### config.mk
export PLATFORM = sky130hd
export DESIGN_NAME = conv_tap_sequencer_flat
export DESIGN_NICKNAME = d
export VERILOG_FILES = /design/src/rtl/conv_tap_sequencer_if.sv /design/src/rtl/conv_tap_sequencer.sv /design/src/flat_wrapper.sv
export SDC_FILE = /design/constraint.sdc
export NUM_CORES = 1
export LEC_CHECK = 0
export ABC_AREA = 0
export CAP_MARGIN = 20
export CORE_MARGIN = 5
export CORE_UTILIZATION = 55
export DETAILED_ROUTE_END_ITERATION = 16
export PLACE_DENSITY = 0.82
export SETUP_SLACK_MARGIN = 0.4
export SYNTH_ARGS = -nofsm -noshare
export SYNTH_HDL_FRONTEND = slang
export SYNTH_SLANG_ARGS = --single-unit
### constraint.sdc
create_clock -name clk -period 16.9 [get_ports clk]
set_input_delay 1.69 -clock clk [delete_from_list [all_inputs] [get_ports clk]]
set_output_delay 1.69 -clock clk [all_outputs]
set_load 0.005 [all_outputs]
### src/rtl/conv_tap_sequencer_if.sv
// Port bundle between the convolution tap sequencer and its environment
// (sample/kernel RAMs, product unit and the y consumer).
interface conv_tap_sequencer_if #(
    parameter int DATA_W = 16,
    parameter int PROD_W = 32,
    parameter int ACC_W  = 40,
    parameter int ADDR_W = 6
);
    logic              start;
    logic [ADDR_W:0]   x_len;
    logic [ADDR_W:0]   h_len;
    logic [ADDR_W-1:0] x_addr;
    logic [DATA_W-1:0] x_data;
    logic [ADDR_W-1:0] h_addr;
    logic [DATA_W-1:0] h_data;
    logic [DATA_W-1:0] mul_a;
    logic [DATA_W-1:0] mul_b;
    logic [PROD_W-1:0] mul_p;
    logic              y_valid;
    logic [ACC_W-1:0]  y_data;
    logic [ADDR_W:0]   y_index;
    logic              busy;
    logic              done;

    modport master (
        input  start, x_len, h_len, x_data, h_data, mul_p,
        output x_addr, h_addr, mul_a, mul_b, y_valid, y_data, y_index, busy, done
    );

    modport slave (
        output start, x_len, h_len, x_data, h_data, mul_p,
        input  x_addr, h_addr, mul_a, mul_b, y_valid, y_data, y_index, busy, done
    );
endinterface

### src/rtl/conv_tap_sequencer.sv
// Full linear convolution sequencer: walks (n,k) taps one per clock, feeds the
// product unit through a registered operand stage and accumulates one y per n.
module conv_tap_sequencer #(
    parameter int DATA_W = 16,
    parameter int PROD_W = 32,
    parameter int ACC_W  = 40,
    parameter int ADDR_W = 6
) (
    input  logic                 clk,
    input  logic                 rst,
    conv_tap_sequencer_if.master bus
);
    localparam int CW = ADDR_W + 2;

    typedef enum logic [1:0] {IDLE = 2'd0, RUN = 2'd1, DRAIN = 2'd2} state_t;

    state_t            state_r, state_s;
    logic [CW-1:0]     n_r, k_r, nlen_r, mlen_r;
    logic [CW-1:0]     n_nx_s, k_nx_s, kmin_s, kmax_s, x_len_s, h_len_s;
    logic              first_s, last_s, end_s;
    logic              accept_s, zero_s, go_s, issue_s;
    logic [ADDR_W-1:0] x_addr_r, h_addr_r;
    logic              d_v_r, d_first_r, d_last_r, d_end_r;
    logic [ADDR_W:0]   d_n_r;
    logic              op_v_r, op_first_r, op_last_r, op_end_r;
    logic [ADDR_W:0]   op_n_r;
    logic [DATA_W-1:0] mul_a_r, mul_b_r;
    logic [PROD_W-1:0] prod_s;
    logic [ACC_W-1:0]  acc_r, acc_s, y_data_r;
    logic [ADDR_W:0]   y_index_r;
    logic              y_valid_r, done_r, busy_r;

    function automatic logic [CW-1:0] clamp_len(input logic [ADDR_W:0] len);
        logic [CW-1:0] ext;
        logic [CW-1:0] lim;
        ext = {1'b0, len};
        lim = CW'(1) << ADDR_W;
        if (ext > lim) begin
            return lim;
        end else begin
            return ext;
        end
    endfunction

    // State register
    always_ff @(posedge clk) begin
        if (rst) begin
            state_r <= IDLE;
        end else begin
            state_r <= state_s;
        end
    end

    // Next-state logic; DRAIN ends as the final tap is accumulated
    always_comb begin
        state_s = state_r;
        case (state_r)
            IDLE:    if (go_s) state_s = RUN; else state_s = IDLE;
            RUN:     if (end_s) state_s = DRAIN; else state_s = RUN;
            DRAIN:   if (op_v_r && op_end_r) state_s = IDLE; else state_s = DRAIN;
            default: state_s = IDLE;
        endcase
    end

    // Output/control decode of the FSM
    always_comb begin
        x_len_s  = clamp_len(bus.x_len);
        h_len_s  = clamp_len(bus.h_len);
        accept_s = (state_r == IDLE) && bus.start;
        zero_s   = (x_len_s == {CW{1'b0}}) || (h_len_s == {CW{1'b0}});
        go_s     = accept_s && !zero_s;
        issue_s  = (state_r == RUN);
    end

    // Tap walker: valid k range for the current n and the following tap
    always_comb begin
        if (n_r + CW'(1) > nlen_r) kmin_s = n_r + CW'(1) - nlen_r;
        else                       kmin_s = {CW{1'b0}};
        if (n_r + CW'(1) < mlen_r) kmax_s = n_r;
        else                       kmax_s = mlen_r - CW'(1);
        first_s = (k_r == kmin_s);
        last_s  = (k_r == kmax_s);
        end_s   = last_s && (n_r == nlen_r + mlen_r - CW'(2));
        if (last_s) begin
            n_nx_s = n_r + CW'(1);
            if (n_r + CW'(2) > nlen_r) k_nx_s = n_r + CW'(2) - nlen_r;
            else                       k_nx_s = {CW{1'b0}};
        end else begin
            n_nx_s = n_r;
            k_nx_s = k_r + CW'(1);
        end
    end

    // Issue stage: latched lengths, tap counters and RAM addresses
    always_ff @(posedge clk) begin
        if (rst) begin
            nlen_r   <= {CW{1'b0}};
            mlen_r   <= {CW{1'b0}};
            n_r      <= {CW{1'b0}};
            k_r      <= {CW{1'b0}};
            x_addr_r <= {ADDR_W{1'b0}};
            h_addr_r <= {ADDR_W{1'b0}};
        end else begin
            if (accept_s) begin
                nlen_r <= x_len_s;
                mlen_r <= h_len_s;
            end
            if (go_s) begin
                n_r      <= {CW{1'b0}};
                k_r      <= {CW{1'b0}};
                x_addr_r <= {ADDR_W{1'b0}};
                h_addr_r <= {ADDR_W{1'b0}};
            end else if (issue_s && !end_s) begin
                n_r      <= n_nx_s;
                k_r      <= k_nx_s;
                x_addr_r <= ADDR_W'(n_nx_s - k_nx_s);
                h_addr_r <= ADDR_W'(k_nx_s);
            end
        end
    end

    // Accumulate the current product, restarting on the first tap of an n
    always_comb begin
        prod_s = bus.mul_p;
        if (op_first_r) acc_s = ACC_W'(prod_s);
        else            acc_s = acc_r + ACC_W'(prod_s);
    end

    // Tag pipeline, operand registers, accumulator and result outputs
    always_ff @(posedge clk) begin
        if (rst) begin
            d_v_r      <= 1'b0;
            d_first_r  <= 1'b0;
            d_last_r   <= 1'b0;
            d_end_r    <= 1'b0;
            d_n_r      <= {(ADDR_W+1){1'b0}};
            op_v_r     <= 1'b0;
            op_first_r <= 1'b0;
            op_last_r  <= 1'b0;
            op_end_r   <= 1'b0;
            op_n_r     <= {(ADDR_W+1){1'b0}};
            mul_a_r    <= {DATA_W{1'b0}};
            mul_b_r    <= {DATA_W{1'b0}};
            acc_r      <= {ACC_W{1'b0}};
            y_data_r   <= {ACC_W{1'b0}};
            y_index_r  <= {(ADDR_W+1){1'b0}};
            y_valid_r  <= 1'b0;
            done_r     <= 1'b0;
            busy_r     <= 1'b0;
        end else begin
            d_v_r      <= issue_s;
            d_first_r  <= first_s;
            d_last_r   <= last_s;
            d_end_r    <= end_s;
            d_n_r      <= n_r[ADDR_W:0];
            op_v_r     <= d_v_r;
            op_first_r <= d_first_r;
            op_last_r  <= d_last_r;
            op_end_r   <= d_end_r;
            op_n_r     <= d_n_r;
            if (d_v_r) begin
                mul_a_r <= bus.x_data;
                mul_b_r <= bus.h_data;
            end
            if (op_v_r) begin
                acc_r <= acc_s;
                if (op_last_r) begin
                    y_data_r  <= acc_s;
                    y_index_r <= op_n_r;
                end
            end
            y_valid_r <= op_v_r && op_last_r;
            // Zero-length runs complete immediately without touching the datapath
            done_r    <= (op_v_r && op_end_r) || (accept_s && zero_s);
            if (go_s)        busy_r <= 1'b1;
            else if (done_r) busy_r <= 1'b0;
        end
    end

    assign bus.x_addr  = x_addr_r;
    assign bus.h_addr  = h_addr_r;
    assign bus.mul_a   = mul_a_r;
    assign bus.mul_b   = mul_b_r;
    assign bus.y_valid = y_valid_r;
    assign bus.y_data  = y_data_r;
    assign bus.y_index = y_index_r;
    assign bus.busy    = busy_r;
    assign bus.done    = done_r;
endmodule
### src/flat_wrapper.sv
// flat-port wrapper written by rule: the top's interface ports become plain ports
module conv_tap_sequencer_flat 
#(
    parameter int DATA_W = 16,
    parameter int PROD_W = 32,
    parameter int ACC_W  = 40,
    parameter int ADDR_W = 6
)
  (clk, rst, bus_start, bus_x_len, bus_h_len, bus_x_data, bus_h_data, bus_mul_p, bus_x_addr, bus_h_addr, bus_mul_a, bus_mul_b, bus_y_valid, bus_y_data, bus_y_index, bus_busy, bus_done);
  conv_tap_sequencer_if #(.DATA_W(DATA_W), .PROD_W(PROD_W), .ACC_W(ACC_W), .ADDR_W(ADDR_W)) bus_i ();
  input  logic clk;
  input  logic rst;
  input wire logic [$bits(bus_i.start)-1:0] bus_start;
  input wire logic [$bits(bus_i.x_len)-1:0] bus_x_len;
  input wire logic [$bits(bus_i.h_len)-1:0] bus_h_len;
  input wire logic [$bits(bus_i.x_data)-1:0] bus_x_data;
  input wire logic [$bits(bus_i.h_data)-1:0] bus_h_data;
  input wire logic [$bits(bus_i.mul_p)-1:0] bus_mul_p;
  output wire logic [$bits(bus_i.x_addr)-1:0] bus_x_addr;
  output wire logic [$bits(bus_i.h_addr)-1:0] bus_h_addr;
  output wire logic [$bits(bus_i.mul_a)-1:0] bus_mul_a;
  output wire logic [$bits(bus_i.mul_b)-1:0] bus_mul_b;
  output wire logic [$bits(bus_i.y_valid)-1:0] bus_y_valid;
  output wire logic [$bits(bus_i.y_data)-1:0] bus_y_data;
  output wire logic [$bits(bus_i.y_index)-1:0] bus_y_index;
  output wire logic [$bits(bus_i.busy)-1:0] bus_busy;
  output wire logic [$bits(bus_i.done)-1:0] bus_done;
  assign bus_i.start = bus_start;
  assign bus_i.x_len = bus_x_len;
  assign bus_i.h_len = bus_h_len;
  assign bus_i.x_data = bus_x_data;
  assign bus_i.h_data = bus_h_data;
  assign bus_i.mul_p = bus_mul_p;
  assign bus_x_addr = bus_i.x_addr;
  assign bus_h_addr = bus_i.h_addr;
  assign bus_mul_a = bus_i.mul_a;
  assign bus_mul_b = bus_i.mul_b;
  assign bus_y_valid = bus_i.y_valid;
  assign bus_y_data = bus_i.y_data;
  assign bus_y_index = bus_i.y_index;
  assign bus_busy = bus_i.busy;
  assign bus_done = bus_i.done;
  conv_tap_sequencer #(.DATA_W(DATA_W), .PROD_W(PROD_W), .ACC_W(ACC_W), .ADDR_W(ADDR_W)) u_core (.clk(clk), .rst(rst), .bus(bus_i));
endmodule
==> flow_summary.toml <==
[power_and_ir_drop]
ir_drop_uv = 80.21
finalPower_uw = 1088
powerDensity_mw_per_mm2 = 80.94
power_leakage_uw = 0.005307

[logic_synthesis]
syn-num-nets = 1503
synth.avg_cell_area_um2 = 8.235
yosysSeqAreaShare = 0.3292
ys_seq_elements = 182
yosysWarningCount = 0
yosysTopAreaCellShare = 0.3292
synth_area_leaders = "dfxtp_1 (33%), ha_1 (8.3%), nor2_1 (5.6%)"
syn-cell-area_mm2 = 0.01107
synth_top_area_cell = "dfxtp_1"
synthFlopType = "dfxtp_1"
synth_cell_type_count = 77
synth_edf_count = 0
syn_inst = 1344
synth-async-reset-ratio = 0

[critical_path]
required_ns = 17.26
critical-path-top-delay-family = "simple AND/OR/NAND/NOR gates"
crit_path_start_kind = "flop"
worstPathMaxFanout = 16
cp_cell_sequence = "ha_1 > nand2_1 > nor2_1 > xor2_1 > ha_1 > a21o_1 > a21oi_1 > o21ai_2 > nor2_1 > a311oi_1 > or4_1 > nor2_1 > mux2i_1 > ha_1 > a21oi_1 > inv_1 > o311ai_0 > a211oi_2 > o31a_1 > or3_1 > a21oi_1"
critPathKind = "reg -> reg"
crit_slowest_cell = "or4_1"
cp_data_arrival_time_ns = 7.60
endpoint_kind = "flop"
rrSetupSlack_ns = 9.65
cp_num_buf_inv = 1
slowest_delay_ns = 0.78

[clock_tree]
ctsHoldBuffers = 0
cts_resized = 0
postCtsSetupBuffers = 0
root_buffer = "clkbuf_16"
cts_tree = "built"
worstSkewPairLatency_ns = 0.44
cts.sinks = 182
numCtsBuffers = 17
htree_levels = 4
cts.clk_slew.worst_paths_ns = 0.07
cts_max_path_buffers = 2

[sta]
worst_slew_pin_slew_ns = 1.080
tns_ns = 0
rsz0062_at_grt = "false"
slew_headroom = 0.2735
period_share = 0.4287
finalSetupViolCount = 0
maxSlewViolCount = 0
period_minus_slack_ns = 7.246
finClkSkew_ns = 0.01476
max_freq_mhz = 138.0
hold_viol = 0

[drt]
drc = 0
wl_um = 29710
first_iter_violations = 703
vias_per_cell = 5.870
avgRoutedWirePerCell_um = 17.11
first_pass_iters = 5
antenna_left = 0
dr_total_vias = 10190

[layout]
final_cell_mix = "dfxtp_1 (180), clkdlybuf4s50_1 (173), nor2_1 (165)"
insertedDiodeCount = 0
syn2layout_area_growth_pct = 21.47
num-nets-final = 1617
drive_gt1_frac = 0.04555
n_fill_cell = 1657
layout_commonest_cell = "dfxtp_1"

[grt]
antenna_found_initial = 0
grt.overflow.total = 0
grt_pass1_vias = 9752
grt_pass1_wl_um = 48860
grt_util_all_layers = 0.2491
grt_max_degree = 82

[floorplan]
initial_core_util = 0.5632
die-area_mm2 = 0.02306
pin_count = 175
die_y_um = 151.9
core-area_mm2 = 0.01965
die_w_um = 151.9
num_rows = 51

[placed_design]
io_buffers = 174
place_congestion = 0.9370
dpl.hpwl_um = 21130

[flow_run]
maxCapViolations = 0

[run_status]
status = "complete, no violations"

[worst_hold_path]
hp-class = "reg -> reg"
[worst reg2reg max path: cells and delay by family (launching register included)]
kind / cells / cell delay (ns)
adder cells (fa/ha/maj): 3 / 0.98
buffers and inverters: 1 / 0.11
multiplexers: 1 / 0.44
XOR/XNOR: 1 / 0.31
AO/OA/AOI/OAI: 9 / 2.04
AND/OR/NAND/NOR: 6 / 2.52
flip-flops: 1 / 0.77
[cell usage after synthesis (7+ instances only)]
library cell	number
inv_1	57
nand3_1	26
nor2b_1	28
o21ai_1	7
nand4_1	8
a21o_1	33
a21oi_1	84
a22oi_1	9
or3_1	11
a311oi_1	8
nand2b_1	21
o31ai_1	8
nand2_1	94
or2_2	7
nor3b_1	14
and2_1	10
nor4_1	19
and3_1	13
a211oi_1	61
buf_4	10
nor2_1	165
or4_1	7
mux2i_1	51
o21ai_0	38
clkbuf_1	66
xnor2_1	51
o21a_1	11
a31oi_1	17
dfxtp_1	182
ha_1	73
nor3_1	26
xor2_1	26
[sequential cells by signal, indices dropped and copies added, names as in the netlist, 2 cells and up]
name,cells
u_core.k_r,3
u_core.bus.h_addr,5
u_core.mlen_r,7
u_core.bus.y_data,40
u_core.bus.x_addr,6
u_core.acc_r,40
u_core.n_r,8
u_core.bus.y_index,7
u_core.state_r,2
u_core.bus.mul_b,16
u_core.nlen_r,7
u_core.bus.mul_a,16
u_core.op_n_r,7
u_core.d_n_r,7
[final cells by class]
cell class                 count  area (um2)  area share
tap                          265       331.6     0.02466
timing repair buffer         182        1819      0.1353
sequential                   182        3646      0.2712
multi-input combinational   1017        6829      0.5080
inverter                      58       217.7     0.01619
clock inverter                11       140.1     0.01042
clock buffer                  21       460.4     0.03425
[stage by stage]
step / utilization / cells / hold WS (ns) / area [um2] / setup WS, ns
after global routing: 0.6840 / 1736 / 0.4498 / 13440 / 9.105
after CTS: 0.6826 / 1735 / 0.4389 / 13420 / 9.812
after detailed placement: 0.6521 / 1703 / 0.4246 / 12820 / 9.886
after global placement: 0.6521 / 1703 / 0.4175 / 12820 / 10.06
after floorplan: - / 1344 / 0.4138 / 11070 / 11.18
final: 0.6840 / 1736 / 0.4379 / 13440 / 9.654
[where the power goes]
group / leakage, uW / switching [uW] / internal (uW) / total (uW)
clock: 0.000284 / 178 / 229 / 408
combinational: 0.00355 / 124 / 101 / 225
sequential: 0.00148 / 14.0 / 442 / 456
[cell families (layout without fill, tap and decap cells)]
group / after synthesis / in the layout / synth area share
xor+xnor: 77 / 77 / 0.06093
mux: 53 / 53 / 0.04816
simple gates: 468 / 468 / 0.2074
buf+inv: 145 / 272 / 0.05392
compound gates: 340 / 340 / 0.2079
flops: 182 / 182 / 0.3292
fa+ha+maj: 79 / 79 / 0.09247
[worst paths after layout]
path                    startpoint                     to  cells after the start
setup reg to reg     u_core.n_r[2]   u_core.bus.x_addr[3]                     21
setup / recovery     u_core.n_r[2]   u_core.bus.x_addr[3]                     21
hold reg to reg   u_core.op_n_r[0]  u_core.bus.y_index[0]                      2
hold / removal    u_core.op_n_r[0]  u_core.bus.y_index[0]                      2
[layer usage]
metal,share of wire,track usage
met1,0.44,0.3305
met3,0.077,0.05851
met2,0.45,0.4035
met4,0.024,0.07834
met5,0,0
(Power assumes the default switching activity.)
